--- src/rtl/fetch_unit.sv ---
// Instruction fetch: one outstanding imem request, PC-tagged results buffered in a DEPTH-entry FIFO toward decode.
// Request issued the cycle after fetch_pc is sampled; response visible at instr_* next cycle; issue stalls while FIFO is full.
module fetch_unit #(
  parameter int          DEPTH       = 2,
  parameter logic [31:0] FAULT_INSTR = 32'h0000_0013
) (
  input  logic        clk,
  input  logic        reset,
  input  logic [31:0] fetch_pc,
  input  logic        flush,
  output logic        pc_advance,
  output logic        imem_req_valid,
  input  logic        imem_req_ready,
  output logic [31:0] imem_req_addr,
  input  logic        imem_resp_valid,
  input  logic [31:0] imem_resp_data,
  output logic        instr_valid,
  input  logic        instr_ready,
  output logic [31:0] instr_out,
  output logic [31:0] instr_pc,
  output logic        instr_fault
);

  localparam int AW = (DEPTH > 1) ? $clog2(DEPTH) : 1;
  localparam int CW = AW + 1;

  typedef enum logic [1:0] {IDLE, REQ, WAIT, FAULT} state_t;

  state_t          state_q, state_d;
  logic [31:0]     addr_q, addr_d;
  logic            discard_q, discard_d;
  logic [AW-1:0]   wr_ptr_q, wr_ptr_d;
  logic [AW-1:0]   rd_ptr_q, rd_ptr_d;
  logic [CW-1:0]   count_q, count_d;
  logic [31:0]     ins_q [DEPTH];
  logic [31:0]     pcs_q [DEPTH];
  logic            flt_q [DEPTH];

  logic            push, pop, full;
  logic [31:0]     push_ins, push_pc;
  logic            push_flt;

  assign full           = (count_q == CW'(DEPTH));
  assign instr_valid    = (count_q != '0);
  assign pop            = instr_valid & instr_ready;
  assign imem_req_addr  = addr_q;
  assign instr_out      = instr_valid ? ins_q[rd_ptr_q] : '0;
  assign instr_pc       = instr_valid ? pcs_q[rd_ptr_q] : '0;
  assign instr_fault    = instr_valid ? flt_q[rd_ptr_q] : 1'b0;

  always_comb begin
    state_d        = state_q;
    addr_d         = addr_q;
    discard_d      = discard_q;
    pc_advance     = 1'b0;
    imem_req_valid = 1'b0;
    push           = 1'b0;
    push_ins       = '0;
    push_pc        = '0;
    push_flt       = 1'b0;
    case (state_q)
      IDLE: begin
        if (!flush && !full) begin
          if (fetch_pc[1:0] == 2'b00) begin
            addr_d  = fetch_pc;
            state_d = REQ;
          end else begin
            push     = 1'b1;
            push_ins = FAULT_INSTR;
            push_pc  = fetch_pc;
            push_flt = 1'b1;
            state_d  = FAULT;
          end
        end
      end
      REQ: begin
        imem_req_valid = 1'b1;
        if (flush) discard_d = 1'b1;
        if (imem_req_ready) begin
          state_d    = WAIT;
          pc_advance = !flush && !discard_q;
        end
      end
      WAIT: begin
        if (imem_resp_valid) begin
          // A response racing a flush belongs to the old path and is dropped.
          if (!discard_q && !flush) begin
            push     = 1'b1;
            push_ins = imem_resp_data;
            push_pc  = addr_q;
          end
          discard_d = 1'b0;
          state_d   = IDLE;
        end else if (flush) begin
          discard_d = 1'b1;
        end
      end
      FAULT: begin
        if (flush) state_d = IDLE;
      end
      default: state_d = IDLE;
    endcase
  end

  // Single outstanding request issued only when not full, so push never overflows.
  always_comb begin
    wr_ptr_d = wr_ptr_q;
    rd_ptr_d = rd_ptr_q;
    count_d  = count_q;
    if (flush) begin
      wr_ptr_d = '0;
      rd_ptr_d = '0;
      count_d  = '0;
    end else begin
      if (push) wr_ptr_d = wr_ptr_q + 1'b1;
      if (pop)  rd_ptr_d = rd_ptr_q + 1'b1;
      count_d = count_q + CW'(push) - CW'(pop);
    end
  end

  always_ff @(posedge clk or posedge reset) begin
    if (reset) begin
      state_q   <= IDLE;
      addr_q    <= '0;
      discard_q <= 1'b0;
      wr_ptr_q  <= '0;
      rd_ptr_q  <= '0;
      count_q   <= '0;
      for (int i = 0; i < DEPTH; i++) begin
        ins_q[i] <= '0;
        pcs_q[i] <= '0;
        flt_q[i] <= 1'b0;
      end
    end else begin
      state_q   <= state_d;
      addr_q    <= addr_d;
      discard_q <= discard_d;
      wr_ptr_q  <= wr_ptr_d;
      rd_ptr_q  <= rd_ptr_d;
      count_q   <= count_d;
      if (push && !flush) begin
        ins_q[wr_ptr_q] <= push_ins;
        pcs_q[wr_ptr_q] <= push_pc;
        flt_q[wr_ptr_q] <= push_flt;
      end
    end
  end

endmodule

--- config.mk ---
export PLATFORM = sky130hd
export DESIGN_NAME = fetch_unit
export DESIGN_NICKNAME = d
export VERILOG_FILES = /design/src/rtl/fetch_unit.sv
export SDC_FILE = /design/constraint.sdc
export NUM_CORES = 1
export LEC_CHECK = 0
export ABC_AREA = 0
export ABC_CLOCK_PERIOD_IN_PS = 8510
export CAP_MARGIN = 40
export CORE_MARGIN = 3
export CORE_UTILIZATION = 51
export DETAILED_ROUTE_END_ITERATION = 16
export PLACE_DENSITY = 0.81
export SLEW_MARGIN = 20
export SYNTH_ARGS = -nofsm -noshare
export SYNTH_HDL_FRONTEND = slang
export SYNTH_SLANG_ARGS = --single-unit
--- constraint.sdc ---
create_clock -name clk -period 8.51 [get_ports clk]
set_input_delay 2.553 -clock clk [delete_from_list [all_inputs] [get_ports clk]]
set_output_delay 2.553 -clock clk [all_outputs]
set_load 0.01 [all_outputs]
Word level (Yosys, flattened, before mapping)
Index checks and enable logic that the tools add are counted.
{"block": "word_totals", "wordCells": 97, "out_inout_bits": 100, "reg_bits": 169, "inputBits": 70}
{"block": "classes", "n_bitwise": 3, "reduce_logical": 15, "magnitude_cmp": 3, "addsub": 4, "mux": 52, "n_eq_ne": 8}
{"op": "2-to-1 mux 32 bit", "count": 15}
{"op": "bitwise mux 64 bit", "count": 2}
{"op": "case mux 32 bit (2 select lines)", "count": 2}
{"op": "demux 32 bit (select 1 bit)", "count": 1}
{"op": "2-to-1 mux 1 bit", "count": 19}
{"op": "2-to-1 mux 2 bit", "count": 6}
{"op": "2-to-1 mux 5 bit", "count": 2}
{"op": "inequality test 2 bit, second input constant", "count": 4}
{"op": "case mux 2 bit (4 select lines)", "count": 1}
{"op": "nonzero test 2 bit", "count": 4}
{"op": "equality test 2 bit, second input constant", "count": 3}
{"op": ">= comparator 2 bit, second input constant", "count": 2}
{"op": "logical AND 1 bit", "count": 4}
{"op": "zero test 2 bit", "count": 2}
{"op": "NOT 1 -> 2 bit", "count": 2}
{"op": "case mux 1 bit (2 select lines)", "count": 2}
{"op": "AND reduction 4 bit", "count": 1}
{"op": "zero test 1 bit", "count": 3}
{"op": "AND reduction 3 bit", "count": 1}
{"op": "adder 1 bit, second input constant", "count": 2}
{"op": "adder 2 x 1 -> 2 bit", "count": 1}
{"op": "bitwise mux 2 bit", "count": 1}
{"op": "equality test 2 x 1 -> 1 bit, second input constant", "count": 1}
{"op": "less-than comparator 2 x 1 -> 1 bit, second input constant", "count": 1}
{"op": "3 further kinds", "count": 3}

Depth between registers and ports, before layout
{"block": "depth", "depth_word": 8, "ltp_mapped": 13, "mapped_depth_nobuf": 11}

Worst setup path before layout
OpenSTA, ideal clock, no wires.
{"block": "synth_path", "path_kind": "input port to output port", "from": "input flush", "to": "output pc_advance", "setup_slack_ns": 2.777, "t_arrival_ns": 3.180, "n_path_buf": 2, "path_stages": 3, "required_time_ns": 5.957, "cell_sequence": "buf_2 buf_2 nor3_1"}
{"block": "synth_between", "elab_chain_cells": 4}
{"element": "from (decl)", "line_no": "10", "rtl": "input logic flush,"}
{"element": "zero test 1 bit", "line_no": "81", "rtl": "pc_advance = !flush && !discard_q;"}
{"element": "logical AND 1 bit", "line_no": "81"}
{"element": "2-to-1 mux 1 bit", "line_no": "79", "rtl": "if (imem_req_ready) begin"}
{"element": "2-to-1 mux 1 bit", "line_no": "61", "rtl": "case (state_q)"}
{"element": "to (decl)", "line_no": "11", "rtl": "output logic pc_advance,"}
No other way between the ends.

Worst setup path after layout
Same ends and word-level chain as after synthesis.

==> results.yml <==
sta:
  hold_ws_ns: 0.500
  skew_ns: 0.00791
  setup_violations: 0
  min_period_ns: 6.85
  period_share_pct: 80.4
  maxSlewHeadroom_pct: 46.0
  drv_slew: 0
  grt_setup_unrepaired: "false"
  hold_violations: 0
  fmax_mhz: 146
  tightestPinTransition_ns: 0.807
  tns_ns: 0
clock_tree:
  cts-root-buf: "clkbuf_16"
  cts_buffers: 17
  path_clk_slew_ns: 0.06
  cts_tree: "built"
  clk_latency_ns: 0.42
  htree_levels: 4
  cts_buffer_depth: 2
  ctsHoldBuffers: 0
  cts.sinks: 169
  cts_setup_buffers: 0
  ctsResizeCount: 0
global_route:
  track_usage_pct: 24.5
  grt_overflow: 0
  grt_antenna_before_repair: 0
  grt_pass1_vias: 6185
  grt_max_degree: 93
  grt_pass1_wl_um: 31800
finish:
  area_growth_pct: 33.5
  stdcell_area_mm2: 0.0101
  nFillCells: 1011
  final_cell_mix: "169 x clkdlybuf4s50_1, 168 x dfrtp_1, 150 x a22o_1, 72 x nor2_1, 65 x mux2i_1"
  drive_gt1_share_pct: 11.7
  nets: 834
  final_common_cell: "clkdlybuf4s50_1"
  diodes: 0
run_status:
  status: "finished clean"
logic_synthesis:
  yosys_warnings: 0
  synth.top_cell.area_share_pct: 55.8
  yosysUniqueCellTypes: 34
  synthTopCellsByArea: "dfrtp_1 56%, a22o_1 17%, mux2i_1 8.6%"
  synthArstFlopShare_pct: 100
  syn_area_mm2: 0.00758
  synth_ff_type: "dfrtp_1"
  ys_seq_area_share_pct: 55.8
  avgSynthCellArea_um2: 12.4
  synth_edf_count: 0
  ys_seq_elements: 169
  yosysTopAreaCell: "dfrtp_1"
  synth_fp_nets: 685
  synthCells: 609
die:
  ios: 170
  initial_utilization_pct: 53.4
  die_h_um: 128
  dieWidth_um: 128
  rows: 43
  core_area_mm2: 0.0142
  die_area_mm2: 0.0164
setup_path:
  slowest_delay_ns: 0.82
  crit_chain: "clkdlybuf4s50_1 -> nor3_1 -> clkdlybuf4s50_1"
  worstPathMaxFanout: 18
  worst_ep_arrival_time_ns: 4.29
  crit_required_ns: 5.96
  crit_path_top_delay_cell: "clkdlybuf4s50_1"
  critical_path_class: "input port to primary output"
  path_buf_inv: 2
  cpMostUsedCell: "clkdlybuf4s50_1"
  crit_path_end_kind: "primary output"
  startpoint_type: "input port"
  cpLargestDelayFamily: "buffers and inverters"
placed_design:
  place_area_mm2: 0.00947
  port_buffers: 169
  globalplace.congestion: 0.868
  dpl.hpwl_um: 12300
pwr:
  ir_worst_vdd_v: 0.000219
  power.density_mw_per_mm2: 334
  p_leak_nw: 4.35
  power_mw: 3.38
detailed_routing:
  ant_nets: 0
  drc: 0
  firstDrtPassIters: 5
  routed_wl_um: 19400
  vias: 5759
  drt-initial-drc-count: 470
  drt-vias-per-instance: 6.06
  wl_per_cell_um: 20.4
worst_hold_path:
  hold_path.class: "flop to flop"
run:
  maxCapViolations: 0
[final timing paths]
check | to | from | depth (start not counted) | slack (ns)
worst min register to register | pcs_q[51] | pcs_q[51] | 1 | 0.50
worst min-delay path | pcs_q[51] | pcs_q[51] | 1 | 0.50
worst max-delay path | pc_advance | flush | 3 | 1.66
max in group asynchronous | pcs_q[48] | reset | 5 | 4.78
worst max register to register | count_q[1] | state_q[0] | 12 | 5.82
min in group asynchronous | imem_req_addr[22] | reset | 2 | 2.40
[cells by family (layout without fill, tap and decap cells)]
family	after synthesis	in the layout	synth area share (%)
muxes	96	96	13.2
xor gates and xnor gates	3	3	0.347
DFF	169	169	55.8
and+or+nand+nor	101	101	5.96
buffers and inverters	61	223	3.94
AOI/OAI and AO/OA	173	173	19.8
adders and majority gates	6	6	0.990
[cell type report]
type | count | area, µm² | area share [%]
Multi-Input combinational cell | 379 | 3110 | 30.7
Timing Repair Buffer | 184 | 1900 | 18.7
Clock inverter | 10 | 141 | 1.40
Tap cell | 180 | 225 | 2.22
Sequential cell | 169 | 4230 | 41.8
Clock buffer | 22 | 484 | 4.78
Inverter | 7 | 31.3 | 0.309
[state kept, by name (all words and copies together), names as in the netlist]
signal	flops
ins_q	64
wr_ptr_q	1
imem_req_addr	32
count_q	2
discard_q	1
pcs_q	64
flt_q	2
rd_ptr_q	1
state_q	2
[where the power goes]
part           total (mW)  switching [mW]  internal, mW
sequential           1.31           0.213          1.10
combinational        1.27           0.571         0.700
clock               0.805           0.312         0.494
[stage by stage]
step | setup slack [ns] | utilization, % | instances
2_1_floorplan | 1.38 | - | 609
3_3_place_gp | 1.71 | 65.9 | 913
3_5_place_dp | 1.68 | 66.7 | 918
4_1_cts | 1.67 | 71.1 | 950
5_1_grt | 1.59 | 71.3 | 951
6_report | 1.66 | 71.3 | 951
[metal layers]
layer / vias up / routed length [µm] / part of all wire, % / global-route usage (%)
met1: 2936 / 7970 / 41 / 31.8
met4: 0 / 263 / 1.4 / 7.49
met3: 25 / 1590 / 8.2 / 8.21
met5: - / 0 / 0 / 0
met2: 232 / 9530 / 49 / 39.2
li1: 2566 / - / - / -
[cells in the mapped netlist (3+ instances only)]
library cell,n
o32a_1,10
buf_2,29
buf_6,3
dfrtp_1,169
ha_1,6
and2_1,5
nor3_1,4
clkbuf_1,17
nand2_1,5
a21oi_1,4
a22o_1,150
mux2i_1,65
mux2_2,31
nor2_1,76
inv_1,7
buf_4,3
Note: power is estimated with default switching activity, not from simulation.
